==> src/rtl/mc_pkg.sv <==
// Shared encodings for the multicycle core: opcodes, controller states and
// the select/function codes understood by the ALU decoder and datapath.
package mc_pkg;

    localparam logic [3:0] OP_ADD = 4'b0000;
    localparam logic [3:0] OP_ADI = 4'b0001;
    localparam logic [3:0] OP_NDU = 4'b0010;
    localparam logic [3:0] OP_LHI = 4'b0011;
    localparam logic [3:0] OP_LW  = 4'b0100;
    localparam logic [3:0] OP_SW  = 4'b0101;
    localparam logic [3:0] OP_LM  = 4'b0110;
    localparam logic [3:0] OP_SM  = 4'b0111;
    localparam logic [3:0] OP_JAL = 4'b1000;
    localparam logic [3:0] OP_JLR = 4'b1001;
    localparam logic [3:0] OP_BEQ = 4'b1100;

    localparam logic [3:0] S_FETCH   = 4'd0;
    localparam logic [3:0] S_DECODE  = 4'd1;
    localparam logic [3:0] S_EXEC    = 4'd2;
    localparam logic [3:0] S_MEMRD   = 4'd3;
    localparam logic [3:0] S_MEMWR   = 4'd4;
    localparam logic [3:0] S_ALUWB   = 4'd5;
    localparam logic [3:0] S_MEMWB   = 4'd6;
    localparam logic [3:0] S_BRANCH  = 4'd7;
    localparam logic [3:0] S_LMSM    = 4'd8;
    localparam logic [3:0] S_HALTERR = 4'd9;

    localparam logic [2:0] ALU_ADD   = 3'b000;
    localparam logic [2:0] ALU_NAND  = 3'b001;
    localparam logic [2:0] ALU_PASSB = 3'b010;
    localparam logic [2:0] ALU_CMP   = 3'b011;
    localparam logic [2:0] ALU_ADDNF = 3'b100;

    localparam logic [1:0] PC_INC  = 2'b00;
    localparam logic [1:0] PC_IMM6 = 2'b01;
    localparam logic [1:0] PC_IMM9 = 2'b10;
    localparam logic [1:0] PC_RB   = 2'b11;

    localparam logic [1:0] WD_ALU = 2'b00;
    localparam logic [1:0] WD_MEM = 2'b01;
    localparam logic [1:0] WD_LHI = 2'b10;
    localparam logic [1:0] WD_PC1 = 2'b11;

    localparam logic [1:0] AD_PC   = 2'b00;
    localparam logic [1:0] AD_ALU  = 2'b01;
    localparam logic [1:0] AD_LMSM = 2'b10;

    localparam logic [1:0] BS_RB   = 2'b00;
    localparam logic [1:0] BS_IMM6 = 2'b01;
    localparam logic [1:0] BS_ONE  = 2'b10;

    // ALU function for an opcode, used both in EXEC and held through writeback.
    function automatic logic [2:0] alu_f_for(input logic [3:0] op);
        case (op)
            OP_NDU:               return ALU_NAND;
            OP_LHI, OP_LW, OP_SW: return ALU_ADDNF;
            OP_BEQ:               return ALU_CMP;
            default:              return ALU_ADD;
        endcase
    endfunction

    function automatic logic [1:0] b_src_for(input logic [3:0] op);
        case (op)
            OP_ADI, OP_LW, OP_SW: return BS_IMM6;
            default:              return BS_RB;
        endcase
    endfunction

endpackage

==> src/rtl/mc_lmsm_seq.sv <==
// LM/SM mask scanner: walks mask bits 1..7, counting completed transfers
// in lmsm_off; clear bits are skipped one per cycle.
module mc_lmsm_seq
    import mc_pkg::*;
(
    input  logic       clk,
    input  logic       rst_n,
    input  logic       start,
    input  logic       active,
    input  logic [7:0] mask,
    input  logic       mem_ready,
    output logic [2:0] index,
    output logic [2:0] lmsm_off,
    output logic       bit_set,
    output logic       xfer,
    output logic       done
);

    logic step;

    assign bit_set = mask[index];
    assign xfer    = active & bit_set & mem_ready;
    assign step    = active & (~bit_set | mem_ready);
    assign done    = step & (index == 3'd7);

    // Index starts at 1: bit 0 would address R0, which is the PC.
    always_ff @(posedge clk or negedge rst_n) begin
        if (!rst_n) begin
            index    <= 3'd1;
            lmsm_off <= '0;
        end else if (start) begin
            index    <= 3'd1;
            lmsm_off <= '0;
        end else if (step) begin
            index <= index + 3'd1;
            if (xfer) begin
                lmsm_off <= lmsm_off + 3'd1;
            end
        end
    end

endmodule

==> src/rtl/mc_ctrl_fsm.sv <==
// Multicycle control unit: sequences fetch/decode/execute/memory/writeback
// and LM/SM transfers, driving register-file, PC/IR and memory controls.
module mc_ctrl_fsm
    import mc_pkg::*;
#(
    parameter int ADDR_W = 16
) (
    input  logic        clk,
    input  logic        rst_n,
    input  logic [15:0] ir,
    input  logic        mem_ready,
    input  logic        alu_eq,
    output logic        ir_we,
    output logic        pc_we,
    output logic [1:0]  pc_src,
    output logic        mem_req,
    output logic        mem_wr,
    output logic [1:0]  addr_src,
    output logic [2:0]  lmsm_off,
    output logic [2:0]  ra1,
    output logic [2:0]  ra2,
    output logic [2:0]  wa3,
    output logic        reg_we,
    output logic [1:0]  wd_src,
    output logic [2:0]  alu_f,
    output logic [1:0]  alu_b_src,
    output logic        busy
);

    if (ADDR_W != 16) begin : g_addr_w_chk
        $error("mc_ctrl_fsm: ADDR_W must match the 16-bit datapath word");
    end

    logic [3:0] state, state_nxt;
    logic [3:0] op;
    logic [2:0] f_ra, f_rb, f_rc;
    logic       lmsm_start;
    logic [2:0] ls_index, ls_off;
    logic       ls_bit_set, ls_xfer, ls_done;

    assign op   = ir[15:12];
    assign f_ra = ir[11:9];
    assign f_rb = ir[8:6];
    assign f_rc = ir[5:3];

    assign lmsm_start = (state == S_DECODE) && ((op == OP_LM) || (op == OP_SM));

    mc_lmsm_seq u_lmsm_seq (
        .clk       (clk),
        .rst_n     (rst_n),
        .start     (lmsm_start),
        .active    (state == S_LMSM),
        .mask      (ir[7:0]),
        .mem_ready (mem_ready),
        .index     (ls_index),
        .lmsm_off  (ls_off),
        .bit_set   (ls_bit_set),
        .xfer      (ls_xfer),
        .done      (ls_done)
    );

    always_ff @(posedge clk or negedge rst_n) begin
        if (!rst_n) begin
            state <= S_FETCH;
        end else begin
            state <= state_nxt;
        end
    end

    always_comb begin
        state_nxt = state;
        ir_we     = 1'b0;
        pc_we     = 1'b0;
        pc_src    = PC_INC;
        mem_req   = 1'b0;
        mem_wr    = 1'b0;
        addr_src  = AD_PC;
        lmsm_off  = ls_off;
        ra1       = f_ra;
        ra2       = f_rb;
        wa3       = '0;
        reg_we    = 1'b0;
        wd_src    = WD_ALU;
        alu_f     = ALU_ADD;
        alu_b_src = BS_RB;
        busy      = (state != S_FETCH);

        case (state)
            S_FETCH: begin
                mem_req = 1'b1;
                if (mem_ready) begin
                    ir_we     = 1'b1;
                    pc_we     = 1'b1;
                    state_nxt = S_DECODE;
                end
            end
            S_DECODE: begin
                case (op)
                    OP_LHI:         state_nxt = S_ALUWB;
                    OP_JAL, OP_JLR: state_nxt = S_BRANCH;
                    OP_LM, OP_SM:   state_nxt = S_LMSM;
                    default:        state_nxt = S_EXEC;
                endcase
            end
            S_EXEC: begin
                alu_f     = alu_f_for(op);
                alu_b_src = b_src_for(op);
                case (op)
                    OP_ADD, OP_ADI, OP_NDU: state_nxt = S_ALUWB;
                    OP_LW:                  state_nxt = S_MEMRD;
                    OP_SW:                  state_nxt = S_MEMWR;
                    OP_BEQ:                 state_nxt = S_BRANCH;
                    default:                state_nxt = S_FETCH;
                endcase
            end
            S_ALUWB: begin
                reg_we    = 1'b1;
                alu_f     = alu_f_for(op);
                alu_b_src = b_src_for(op);
                wd_src    = (op == OP_LHI) ? WD_LHI : WD_ALU;
                wa3       = (op == OP_ADI) ? f_rb : ((op == OP_LHI) ? f_ra : f_rc);
                state_nxt = S_FETCH;
            end
            // Address ALU settings stay applied so the address is stable while waiting.
            S_MEMRD: begin
                mem_req   = 1'b1;
                addr_src  = AD_ALU;
                alu_f     = ALU_ADDNF;
                alu_b_src = BS_IMM6;
                if (mem_ready) state_nxt = S_MEMWB;
            end
            S_MEMWR: begin
                mem_req   = 1'b1;
                mem_wr    = 1'b1;
                addr_src  = AD_ALU;
                alu_f     = ALU_ADDNF;
                alu_b_src = BS_IMM6;
                if (mem_ready) state_nxt = S_FETCH;
            end
            S_MEMWB: begin
                reg_we    = 1'b1;
                wd_src    = WD_MEM;
                wa3       = f_ra;
                alu_f     = ALU_PASSB;
                state_nxt = S_FETCH;
            end
            S_BRANCH: begin
                if (op == OP_BEQ) begin
                    alu_f  = ALU_CMP;
                    pc_src = PC_IMM6;
                    pc_we  = alu_eq;
                end else begin
                    reg_we = 1'b1;
                    wa3    = f_ra;
                    wd_src = WD_PC1;
                    pc_we  = 1'b1;
                    pc_src = (op == OP_JAL) ? PC_IMM9 : PC_RB;
                end
                state_nxt = S_FETCH;
            end
            S_LMSM: begin
                addr_src = AD_LMSM;
                mem_req  = ls_bit_set;
                if (op == OP_SM) begin
                    mem_wr = ls_bit_set;
                    ra2    = ls_index;
                end else begin
                    reg_we = ls_xfer;
                    wd_src = WD_MEM;
                    wa3    = ls_index;
                    alu_f  = ALU_ADDNF;
                end
                if (ls_done) state_nxt = S_FETCH;
            end
            default: state_nxt = S_FETCH;
        endcase

        // Outputs are forced idle for the whole reset window, aborting any access.
        if (!rst_n) begin
            ir_we     = 1'b0;
            pc_we     = 1'b0;
            pc_src    = '0;
            mem_req   = 1'b0;
            mem_wr    = 1'b0;
            addr_src  = '0;
            lmsm_off  = '0;
            ra1       = '0;
            ra2       = '0;
            wa3       = '0;
            reg_we    = 1'b0;
            wd_src    = '0;
            alu_f     = '0;
            alu_b_src = '0;
            busy      = 1'b0;
        end
    end

endmodule

==> config.mk <==
export PLATFORM = sky130hd
export DESIGN_NAME = mc_ctrl_fsm
export DESIGN_NICKNAME = d
export VERILOG_FILES = /design/src/rtl/mc_pkg.sv /design/src/rtl/mc_lmsm_seq.sv /design/src/rtl/mc_ctrl_fsm.sv
export SDC_FILE = /design/constraint.sdc
export NUM_CORES = 1
export LEC_CHECK = 0
export CORE_UTILIZATION = 46
export DETAILED_ROUTE_END_ITERATION = 10
export GPL_ROUTABILITY_DRIVEN = 0
export PLACE_DENSITY = 0.92
export SLEW_MARGIN = 10
export SYNTH_ARGS = -nofsm -noshare
export SYNTH_HDL_FRONTEND = slang
export SYNTH_SLANG_ARGS = --single-unit
==> constraint.sdc <==
create_clock -name clk -period 2.8 [get_ports clk]
set_input_delay 0.56 -clock clk [delete_from_list [all_inputs] [get_ports clk]]
set_output_delay 0.56 -clock clk [all_outputs]
set_load 0.01 [all_outputs]
* Word-level counts from Yosys, hierarchy flattened
Index checks and enable logic that the tools add are counted.
Widths: inputs -> output; s select.
** Word-level totals
- Input port bits :: 20
- Register bits :: 10
** Cells by class
- Bitwise operators :: 6
- Magnitude comparators :: 1
- Reductions and logical operators :: 18
- Equality and inequality tests :: 23
- $add $sub $neg :: 2
- Muxes and demuxes :: 60
** Operators by type and width (count)
- $mux 3 :: 17
- $eq 4x3->1 const B :: 8
- $pmux 3 s4 :: 2
- $pmux 4 s6 :: 1
- $mux 2 :: 9
- $eq 4x2->1 const B :: 4
- $eq 4x4->1 const B :: 4
- $mux 1 :: 16
- $mux 4 :: 4
- $pmux 3 s5 :: 1
- $pmux 4 s3 :: 1
- $reduce_or 3->1 :: 4
- $reduce_or 2->1 :: 5
- $pmux 3 s3 :: 1
- $eq 4x1->1 const B :: 2
- $logic_not 4->1 :: 2
- $ne 2x2->1 const B :: 4
- $pmux 1 s2 :: 4
- $pmux 2 s4 :: 1
- $add 3x1->3 const B :: 2
- $and 1x1->1 :: 4
- $lt 3x4->1 const B :: 1
- $pmux 2 s2 :: 1
- $reduce_and 4->1 :: 1
- other kinds (10) :: 11

* Depth between registers and ports, before layout
- Depth after elaboration :: 8
- Mapped depth :: 6

* Modules after synthesis
Synthesis repeated with hierarchy kept, for this count alone.
** Unflattened totals
- Cells, all modules :: 191
- Area total of the unflattened synthesis :: 1516.5 um^2
** By module, submodules not included
- mc_ctrl_fsm :: area each 1022.2 um^2, times used 1, cells an instance 145, sequential area each 100.1 um^2
- mc_lmsm_seq :: area each 494.2 um^2, times used 1, cells an instance 46, sequential area each 151.4 um^2

* Worst setup path after synthesis
OpenSTA, ideal clock, no wires.
- Kind :: input port to output port
- Start point :: input port ir[14]
- End point :: output port alu_f[2]
- Stages :: 5
- Data required time :: 2.240 ns
- Path buffers :: 1
- Slack :: 0.545 ns
- Arrival time :: 1.695 ns
- Cells stage by stage :: buf_2 nor2_1 or4_1 a2111oi_2 o31a_1
** Between the ends
- Word-level cells in the longest chain between the ends :: 5
- Elaborated cells on any way between the ends :: 11
- Those cells by class :: eq/ne: 6; mux: 4; reduce/logical: 1
** Ends and longest elaborated chain
- start: declaration :: RTL line mc_ctrl_fsm.sv:10 : input logic [15:0] ir,
- $eq 4x2->1 or $eq 4x3->1 (tied branches) :: RTL line mc_pkg.sv:54 : case (op)
- $reduce_or 3->1 :: RTL line mc_pkg.sv:54
- $pmux 3 s3 :: RTL line mc_pkg.sv:54
- $pmux 3 s5 * :: RTL line mc_ctrl_fsm.sv:88 : case (state)
- $mux 3 * :: RTL line mc_ctrl_fsm.sv:179 : if (!rst_n) begin
- end: declaration :: RTL line mc_ctrl_fsm.sv:25 : output logic [2:0] alu_f,
Mark *: on every way between the ends. The rest lies on a longest branch, timed or not.

* Final worst setup path
- Start point :: input port ir[4]
- End point :: output port mem_wr
** Between the ends
- Word-level cells in the longest chain between the ends :: 5
** Ends and longest elaborated chain
- $bmux 1 s3 :: RTL line mc_lmsm_seq.sv:21 : assign bit_set = mask[index];
- $mux 1 (implied by the code) :: RTL line mc_lmsm_seq.sv:21
- $mux 1 :: RTL line mc_ctrl_fsm.sv:164 : if (op == OP_SM) begin
- $pmux 1 s2 :: RTL line mc_ctrl_fsm.sv:88
- $mux 1 :: RTL line mc_ctrl_fsm.sv:179
- end: declaration :: RTL line mc_ctrl_fsm.sv:17 : output logic mem_wr,
No other way between the ends. The select of a mux whose other input is x is not followed.

==> metrics.txt <==
Worst setup SP type=input pin; Initial DRC Count=222; pwr dens=593 mW/mm^2; syn avg cell area=7.40 sq um; Tcrit/Tclk final=0.999; Max Freq=0.358 GHz; Yosys cell types=58; Finished Layout Cells=322; Yosys reg bits=10; initial antenna violation count=0; die area=0.00330 sq mm; synthesized instance count=191; htree depth=1; CP arrival=2.24 ns; Main synth FF type=dfrtp_1; DR vias/cell=6.24; FF-to-FF path depth=7; Placed Cells=299; # rows=19; largest cells by area after synthesis=dfrtp_1, a21oi_1, nand2_1; worst clock skew=0.00448 ns; IO buf count=47; die height=57.4 microns; DR vias=2008; post-synthesis cell area=0.00141 sq mm; final hold vios=0; max cap viols=0; initial cell density of the core=0.500; largest net degree at the start of global routing=14; largest buffer count on any clock path=2; synthesis-to-layout area growth=70.9%; Nets=315; Post-synth ARST share=1.00; Synth area leader=dfrtp_1; CTS root buf=clkbuf_4; share of post-route cells with drive strength above 1=0.333; HP Start=u_lmsm_seq.lmsm_off[2]; yosys warns=0; Final Max Tran Viols=0; final setup vio count=0; Inserted Diodes=0; GRT Util Overall=0.370; Critical R2R Launch=u_lmsm_seq.index[0]; Pleak=1.15 nW; Hold Buf Count CTS=0; failing checks=DRC; die width=57.4 microns; DRT Wirelength=6.08 mm; Worst VDD drop=0.635 mV; register area share after synthesis=0.178; Num CTS Buffers=3; clock latency on the worst-skew pair=0.26 ns; Critical Path Start=ir[4]; EDFF count, synth=0; share of the synthesized area in the top cell type=0.159; DR WL/cell=18.9 microns; Final ANT Viol Nets=0; vias in the first global route=1906; crit path kind=input pin to output port; Post-Synthesis Net Count=214; CTS tree=yes; worst path required time=2.24 ns; CTS clk-pin slew, worst paths=0.06 ns; Placeable Area=0.00283 sq mm; status=finished with violations; Hold WC Path Type=register to register; TritonRoute pass-1 iters=8; Design Power=1.43 mW; Hold Crit Depth=1; Crit Path Max Fanout=3; synth cell count leaders=nand2_1, nor2_1, a21oi_1, dfrtp_1; first-pass GRT wire length=9.27 mm; Sink Count=10; DRC errors left=4; num ports=49; gr ovfl total=0; HPWL after DPL=3.70 mm; Worst setup EP type=output port; min Tclk post-route=2.80 ns
==> cell families after synthesis <==
group,synth area share
other,0.00265
and+or+nand+nor,0.345
buffers and inverters,0.0734
AOI/OAI and AO/OA,0.269
muxes,0.105
adders and majority gates,0.0266
DFF,0.178
==> flip-flops by register name (all words and copies together) (netlist names) <==
name                 count
state                    4
u_lmsm_seq.index         3
u_lmsm_seq.lmsm_off      3
==> worst paths after layout <==
kind                                               end  slack [ns]
worst max-delay path                            mem_wr       0.004
worst min-delay path            u_lmsm_seq.lmsm_off[2]        0.49
worst max register to register     u_lmsm_seq.index[2]        0.71
worst min register to register  u_lmsm_seq.lmsm_off[2]        0.49
max in group asynchronous          u_lmsm_seq.index[0]        1.77
min in group asynchronous                     state[3]        0.71
==> placed cells by master (no fill, tap or decap), types with 3 or more instances in the layout <==
master / instances
nor2b_2: 3
inv_1: 5
a31oi_1: 3
nor2_1: 19
clkdlybuf4s50_1: 21
and2_1: 8
dlymetal6s2s_1: 6
nor2b_1: 5
o21ai_1: 6
o211ai_1: 6
nand2_1: 19
dfrtp_1: 9
o21ai_0: 3
dlygate4sd2_1: 11
buf_2: 7
nand3b_1: 3
buf_4: 57
a21oi_1: 15
nor3_1: 3
nand3_1: 6
mux2i_1: 7
o22ai_1: 3
buf_6: 5
clkbuf_4: 3
ha_1: 3
==> cell type report <==
type                    count  area, sq um
clock buffers               4         26.3
fillers                   130          413
inverters                   8         30.0
multi-input cells         158         1120
flip-flops and latches     10          251
well taps                  31         38.8
repair buffers            111          952
==> through the flow <==
step                worst slack (ns)  area (sq um)   util  hold WS (ns)  TNS, ns
finish                       0.00356          2420  0.854         0.487        0
global route                -0.00837          2420  0.854         0.509  -0.0114
CTS                          -0.0103          2350  0.831         0.495  -0.0103
detailed placement            -0.482          2200  0.778         0.474    -4.33
global placement              -0.411          2200  0.778         0.460    -3.87
floorplan                      0.545          1410      -         0.264        0
==> routing by layer <==
metal,GRT usage,part of all wire,up-vias
met5,0,0,-
met4,0.247,0.072,0
met3,0.0567,0.085,43
met2,0.593,0.46,155
met1,0.457,0.38,904
li1,-,-,906
==> timing repair <==
| item | CTS | global route |
|---|---|---|
| gates cloned | 0 | 1 |
| pin swaps | 7 | 5 |
| resized for setup | 56 | 9 |
| buffers inserted | 12 | 6 |
| endpoints found under the setup margin | 16 | 17 |
==> worst max-delay path, cell delays in order <==
cell and delay (ns):
clkdlybuf4s50_1 0.44, mux4_2 0.50, mux2i_4 0.21, buf_6 0.14
o32ai_1 0.07, and2_1 0.17, buf_2 0.14
==> power breakdown <==
group | internal [mW] | switching, mW | total, mW | leakage (nW)
logic | 0.500 | 0.537 | 1.04 | 1.00
registers | 0.205 | 0.0866 | 0.291 | 0.128
clock network | 0.0551 | 0.0481 | 0.103 | 0.0150
(Power assumes the default switching activity.)
